## config.mk

```make
export PLATFORM = sky130hd
export DESIGN_NAME = btn_cond
export DESIGN_NICKNAME = d
export VERILOG_FILES = /design/src/rtl/btn_cond.sv
export SDC_FILE = /design/constraint.sdc
export NUM_CORES = 1
export LEC_CHECK = 0
export BUFFER_PORTS_ARGS = -buffer_cell sky130_fd_sc_hd__buf_2
export CORE_MARGIN = 2
export CORE_UTILIZATION = 40
export CTS_BUF_LIST = sky130_fd_sc_hd__clkbuf_16
export DETAILED_ROUTE_END_ITERATION = 8
export GPL_ROUTABILITY_DRIVEN = 0
export GPL_TIMING_DRIVEN = 1
export PLACE_DENSITY = 0.61
export SYNTH_ARGS = -nofsm -noshare
export SYNTH_HDL_FRONTEND = slang
export SYNTH_SLANG_ARGS = --single-unit
```

## constraint.sdc

```tcl
create_clock -name clk -period 2.6 [get_ports clk]
set_clock_uncertainty 0.1 [all_clocks]
set_input_delay 0.52 -clock clk [delete_from_list [all_inputs] [get_ports clk]]
set_output_delay 0.52 -clock clk [all_outputs]
set_load 0.005 [all_outputs]
```

## src/rtl/btn_cond.sv

```systemverilog
// btn_cond: four-channel push-button conditioner.
// Each channel synchronises its raw pin, debounces it, and emits
// single-cycle press/release pulses plus an optional auto-repeat press train.
module btn_cond #(
  parameter int DEBOUNCE_CYCLES = 120000,
  parameter bit REPEAT_EN       = 1'b1,
  parameter int REPEAT_DELAY    = 4800000,
  parameter int REPEAT_PERIOD   = 1200000
) (
  input  logic       clk,
  input  logic       rst_n,
  input  logic [3:0] btn_in,
  output logic [3:0] btn_level,
  output logic [3:0] btn_press,
  output logic [3:0] btn_release
);

  localparam int RPT_MAX = (REPEAT_DELAY > REPEAT_PERIOD) ? REPEAT_DELAY : REPEAT_PERIOD;
  localparam int DB_W    = $clog2(DEBOUNCE_CYCLES);
  localparam int RPT_W   = $clog2(RPT_MAX);

  localparam logic [DB_W-1:0]  DB_LAST    = DB_W'(DEBOUNCE_CYCLES - 1);
  localparam logic [RPT_W-1:0] DELAY_LAST = RPT_W'(REPEAT_DELAY - 1);
  localparam logic [RPT_W-1:0] PER_LAST   = RPT_W'(REPEAT_PERIOD - 1);

  typedef enum logic [1:0] {
    ST_IDLE   = 2'd0,
    ST_DELAY  = 2'd1,
    ST_REPEAT = 2'd2,
    ST_HOLD   = 2'd3
  } state_e;

  logic [3:0] s1_q;
  logic [3:0] s2_q;

  // Two-flop synchroniser for the asynchronous button pins.
  always_ff @(posedge clk or negedge rst_n) begin
    if (!rst_n) begin
      s1_q <= 4'b0000;
      s2_q <= 4'b0000;
    end else begin
      s1_q <= btn_in;
      s2_q <= s1_q;
    end
  end

  for (genvar g = 0; g < 4; g++) begin : g_ch
    logic [DB_W-1:0]  db_cnt_q, db_cnt_d;
    logic             level_q, level_d;
    logic [RPT_W-1:0] rpt_cnt_q, rpt_cnt_d;
    state_e           state_q, state_d;
    logic             press_q, press_d;
    logic             release_q, release_d;
    logic             accept_s;
    logic             rise_s;
    logic             fall_s;

    // The level flips on the cycle the disagreement has lasted long enough.
    assign accept_s = (s2_q[g] != level_q) && (db_cnt_q == DB_LAST);
    assign rise_s   = accept_s && !level_q;
    assign fall_s   = accept_s && level_q;

    // Debounce: count consecutive cycles where the synchronised pin disagrees.
    always_comb begin
      db_cnt_d = {DB_W{1'b0}};
      level_d  = level_q;
      if (s2_q[g] == level_q) begin
        db_cnt_d = {DB_W{1'b0}};
      end else if (accept_s) begin
        level_d  = ~level_q;
        db_cnt_d = {DB_W{1'b0}};
      end else begin
        db_cnt_d = db_cnt_q + DB_W'(1);
      end
    end

    // Repeat engine: next state, repeat counter and pulse generation.
    // A fall is checked first so a release always wins over a coincident repeat.
    always_comb begin
      state_d   = state_q;
      rpt_cnt_d = rpt_cnt_q;
      press_d   = 1'b0;
      release_d = 1'b0;
      case (state_q)
        ST_IDLE: begin
          if (rise_s) begin
            press_d   = 1'b1;
            rpt_cnt_d = {RPT_W{1'b0}};
            state_d   = REPEAT_EN ? ST_DELAY : ST_HOLD;
          end else begin
            state_d = ST_IDLE;
          end
        end
        ST_DELAY: begin
          if (fall_s) begin
            release_d = 1'b1;
            rpt_cnt_d = {RPT_W{1'b0}};
            state_d   = ST_IDLE;
          end else if (rpt_cnt_q == DELAY_LAST) begin
            press_d   = 1'b1;
            rpt_cnt_d = {RPT_W{1'b0}};
            state_d   = ST_REPEAT;
          end else begin
            rpt_cnt_d = rpt_cnt_q + RPT_W'(1);
          end
        end
        ST_REPEAT: begin
          if (fall_s) begin
            release_d = 1'b1;
            rpt_cnt_d = {RPT_W{1'b0}};
            state_d   = ST_IDLE;
          end else if (rpt_cnt_q == PER_LAST) begin
            press_d   = 1'b1;
            rpt_cnt_d = {RPT_W{1'b0}};
          end else begin
            rpt_cnt_d = rpt_cnt_q + RPT_W'(1);
          end
        end
        ST_HOLD: begin
          if (fall_s) begin
            release_d = 1'b1;
            rpt_cnt_d = {RPT_W{1'b0}};
            state_d   = ST_IDLE;
          end else begin
            state_d = ST_HOLD;
          end
        end
        default: begin
          state_d   = ST_IDLE;
          rpt_cnt_d = {RPT_W{1'b0}};
        end
      endcase
    end

    // Channel state registers; outputs come straight from flops.
    always_ff @(posedge clk or negedge rst_n) begin
      if (!rst_n) begin
        db_cnt_q  <= {DB_W{1'b0}};
        level_q   <= 1'b0;
        rpt_cnt_q <= {RPT_W{1'b0}};
        state_q   <= ST_IDLE;
        press_q   <= 1'b0;
        release_q <= 1'b0;
      end else begin
        db_cnt_q  <= db_cnt_d;
        level_q   <= level_d;
        rpt_cnt_q <= rpt_cnt_d;
        state_q   <= state_d;
        press_q   <= press_d;
        release_q <= release_d;
      end
    end

    assign btn_level[g]   = level_q;
    assign btn_press[g]   = press_q;
    assign btn_release[g] = release_q;
  end

endmodule

```

=== Yosys cells after proc, flatten, opt, wreduce, memory -nomap -nowiden ===
Index checks and enable logic that the tools add are counted.

* Register bits: 188
* Word-level logic and storage cells: 218

* $add $sub $neg: 8
* Equal/unequal tests: 48
* Muxes and demuxes: 92
* Bitwise gates (word level): 8
* Reductions and logical operators: 36

{| class="wikitable"
|+ Operators by type and width
! cell !! count
|-
| $mux W23 || 24
|-
| $pmux W23 S4 || 4
|-
| $mux W17 || 8
|-
| $add A23 B1 Y23 const B || 4
|-
| $eq A23 B21 Y1 const B || 4
|-
| $eq A23 B23 Y1 const B || 4
|-
| $add A17 B1 Y17 const B || 4
|-
| $eq A17 B17 Y1 const B || 4
|-
| $mux W1 || 32
|-
| $mux W2 || 16
|-
| $pmux W2 S4 || 4
|-
| $ne A2 B2 Y1 const B || 12
|-
| $reduce_and A2 Y1 || 12
|-
| $eq A2 B2 Y1 const B || 8
|-
| $logic_and A1 B1 Y1 || 12
|-
| $ne A3 B3 Y1 const B || 4
|-
| $pmux W1 S3 || 4
|-
| $reduce_or A3 Y1 || 4
|-
| $eq A2 B1 Y1 const B || 4
|-
| $logic_not A2 Y1 || 4
|-
| $not A1 Y1 || 8
|-
| $eq A1 B1 Y1 || 4
|-
| $logic_not A1 Y1 || 4
|-
| $ne A1 B1 Y1 || 4
|}

=== Longest topological paths before layout ===
* Word-level depth: 5
* Gate-level depth with buffers: 10

=== Worst setup path after synthesis ===
Ideal clock, no wire load.

* Kind: reg2reg
* Start: register g_ch[0].rpt_cnt_q[12]
* End: register g_ch[0].rpt_cnt_q[8]
* Setup time: 0.131 ns
* Arrival time: 2.326 ns
* Setup slack: 0.043 ns
* Cell stages (with the launch flop): 8
* Path buffers: 1
* Period minus slack after synthesis: 2.557 ns
* Path through: dfrtp_1 > or4b_1 > or4_4 > o31a_1 > o211a_4 > buf_6 > a21oi_1 > mux2i_1

* Cells in the longest elaborated chain, start to end: 4

{| class="wikitable"
|+ RTL lines
! what !! line !! RTL
|-
| from (decl) || 50 || <nowiki>logic [RPT_W-1:0] rpt_cnt_q, rpt_cnt_d;</nowiki>
|-
| from (signal assigned) || 140 || <nowiki>rpt_cnt_q <= {RPT_W{1'b0}};</nowiki>
|-
| from (signal assigned) || 147 || <nowiki>rpt_cnt_q <= rpt_cnt_d;</nowiki>
|-
| $eq A23 B21 Y1 / $eq A23 B23 Y1 (equally long branches) || 112, 99 ||
|-
| $mux W23, on equally long branches || 112, 99 ||
|-
| $mux W23, on equally long branches || 108, 95 ||
|-
| $pmux W23 S4 * || 84 || <nowiki>case (state_q)</nowiki>
|}

Every way passes the cells marked *; elsewhere a longest branch is shown, timed or not.
A chain may end at the register's enable or synchronous reset.

=== Worst setup path after layout ===
* Start: register g_ch[0].rpt_cnt_q[19]
* End: register g_ch[0].rpt_cnt_q[7]

Same word-level chain as after synthesis.

==> results.cfg <==
[outcome]
status = complete, no violations

[final_layout]
antenna_cells = 0
layout_commonest_cell = dfrtp_1
syn_to_final_growth_pct = 14.3
drive_gt1_share_pct = 12.9
fillers = 2471
final_nets = 1219
utilization_pct = 46.3
final_cells = 1529
layout_common_cells = dfrtp_1, nor2_1, nand2_1, nand3_1, buf_4

[timing]
fin_ws_ns = 0.0824
setup_tns_ns = 0
finalMaxSlewViolations = 0
finalCriticalPeriod_ns = 2.52
setup_viol = 0
hold_viol_final = 0
fin_crit_sh_pct = 96.8
worst_pin_slew_ns = 0.669
max_freq_ghz = 0.397
relSlewSlack_pct = 55.0

[yosys]
ys_warn_count = 0
synth-edff-count = 0
synth.avg_cell_area_um2 = 9.29
yosysTopAreaCellShare_pct = 44.8
synth_top_cell_by_area = dfrtp_1
ys.flop_type = dfrtp_1
synthArstFlopShare_pct = 100
syn_inst = 1130
synth-seq-area-share_pct = 44.8
netlist_top_cells_area = dfrtp_1, nand3_1, nor2_1
ys_ff_latch = 188
synth.distinct_cells = 71
synth_area_mm2 = 0.0105
syn-num-nets = 1168

[clocking]
cts_sinks = 188
clk_pin_slew_ns = 0.07
clockBufferDepth = 2
insertion_delay_ns = 0.43
cts_tree = built
ctsHtreeMaxLevel = 4
cts_made_buffers = 17
cts-root-buf = clkbuf_16

[pwr]
p_leak_uw = 0.00508
power_switching_uw = 1280
p_clk_share_pct = 43.6
sw_frac_of_total_pct = 23.3
comb_power_share_pct = 2.3
p_per_area_mw_per_mm2 = 456
internal_power_uw = 4200
pwr-share-seq_pct = 54.1
vdd_drop_max_v = 0.000374

[worst_setup_path]
critPathMaxFanout = 6
cpLargestDelayFamily = simple AND/OR/NAND/NOR gates
crit_chain = or4b_1, or4_4, o31a_1, o211a_4, buf_4, nand3_1, o311ai_1
crit_path_start_kind = register
required_ns = 2.80
crit_type = reg2reg
worst-path-buf-inv = 1
cp_slowest_stage_delay_ns = 0.55
worstSetupEndpointType = register
crit_arrival_ns = 2.72
crit_path_top_delay_cell = or4b_1

[route]
routed_wl_um = 22800
drt-pass1-iter-count = 5
drtAntennaViolNets = 0
drc_errors = 0
num_vias = 8579
wl_per_cell_um = 14.9
drt_iter0_drc = 567
viasPerCell = 5.61

[min_path]
hold_class = in2reg

[placed_design]
port_buffers = 17
detailed_place_hpwl_um = 15300
dp.cells = 1491
pre_cts_ws_ns = -0.0535

[die]
rows = 59
start_util_pct = 40.5
coreArea_mm2 = 0.0259
chipHeight_um = 166
dieArea_mm2 = 0.0276
die_w_um = 166
boundaryPins = 18

[grt]
grt_pass1_vias = 8192
grt_usage_pct = 17.1
overflow = 0
antenna_found_initial = 0
grt_max_degree = 56
grt_pass1_wl_um = 40000

[job]
drv_cap = 0
==> per-layer routing <==
| layer | GRT usage [%] | vias to the layer above | routed length [um] |
|---|---|---|---|
| li1 | - | 4231 | - |
| met1 | 24.2 | 4170 | 11200 |
| met2 | 27.1 | 152 | 10600 |
| met3 | 3.00 | 26 | 728 |
| met4 | 4.76 | 0 | 291 |
| met5 | 0 | - | 0 |
==> registers in the layout (all words and copies together) (netlist names) <==
name,cells
g_ch.rpt_cnt_q,92
g_ch.db_cnt_q,68
g_ch.state_q,8
g_ch.level_q,4
g_ch.press_q,4
g_ch.release_q,4
s1_q,4
s2_q,4
==> power groups by stage <==
stage / Clock, uW / Sequential [uW] / Combinational (uW)
after global routing: 2590 / 2960 / 150
after CTS: 2460 / 2960 / 132
after floorplan: 0 / 3020 / 43.7
after detailed placement: 0 / 3020 / 130
final: 2390 / 2960 / 126
after global placement: 0 / 3020 / 130
==> repair_timing <==
| action | CTS | global route |
|---|---|---|
| setup buffers | 1 | 2 |
| hold endpoints to repair | 45 | 0 |
| endpoints found under the setup margin | 15 | 47 |
| resized for setup | 1 | 20 |
| hold buffers | 1 | 0 |
| cloned | 2 | 0 |
| pin swaps | 4 | 2 |
==> Yosys cell counts (7+ instances only) <==
master      n
clkbuf_1   32
o21ai_1     8
a21oi_1    29
xnor2_1    20
or2_2       9
o2bb2a_1    9
a41oi_1    10
nor4_1     15
a31oi_1    29
a211oi_1    8
and2_1     11
nor2_1    119
and3_1     32
buf_2       8
nand3_1   101
and4_1     15
dfrtp_1   188
nand2_1   103
nand4_1    37
o31ai_1    22
nand2b_1   12
inv_1      35
o21ai_0    26
nor4bb_1    7
nor3_1     23
buf_4      12
xor2_1     48
mux2i_1    12
nor2b_1    13
ha_1       32
==> final timing paths <==
path	start	end	slack, ns	cells after the start
worst max-delay path	g_ch[0].rpt_cnt_q[19]$_DFFE_PN0P_	g_ch[0].rpt_cnt_q[7]$_DFFE_PN0P_	0.08	7
worst min-delay path	btn_in[3]	s1_q[3]$_DFF_PN0_	0.09	1
worst max register to register	g_ch[0].rpt_cnt_q[19]$_DFFE_PN0P_	g_ch[0].rpt_cnt_q[7]$_DFFE_PN0P_	0.08	7
worst min register to register	s1_q[1]$_DFF_PN0_	s2_q[1]$_DFF_PN0_	0.25	0
max in group asynchronous	rst_n	g_ch[2].press_q$_DFF_PN0_	1.23	3
min in group asynchronous	rst_n	g_ch[3].db_cnt_q[2]$_DFF_PN0_	0.51	2
==> layout make-up <==
| type | count | area, um2 | share of cell area, % |
|---|---|---|---|
| Sequential cell | 188 | 4700 | 39.2 |
| Clock inverter | 15 | 103 | 0.854 |
| Clock buffer | 17 | 425 | 3.54 |
| Timing Repair Buffer | 86 | 731 | 6.08 |
| Inverter | 35 | 131 | 1.09 |
| Tap cell | 335 | 419 | 3.49 |
| Multi-Input combinational cell | 853 | 5500 | 45.8 |
==> logic make-up after synthesis <==
| family | synth area share, % |
|---|---|
| AOI/OAI and AO/OA | 13.7 |
| and+or+nand+nor | 26.7 |
| xor gates and xnor gates | 5.67 |
| buffers and inverters | 4.06 |
| muxes | 1.25 |
| DFF | 44.8 |
| adders and majority gates | 3.81 |
==> stage by stage <==
| step | area [um2] | hold slack (ns) | power [uW] |
|---|---|---|---|
| after floorplan | 10500 | 0.124 | 3060 |
| after global placement | 11300 | 0.233 | 3150 |
| after detailed placement | 11300 | 0.235 | 3150 |
| after CTS | 11900 | 0.0728 | 5560 |
| after global routing | 12000 | 0.0603 | 5700 |
| final | 12000 | 0.0921 | 5480 |
Note: power is estimated with default switching activity, not from simulation.
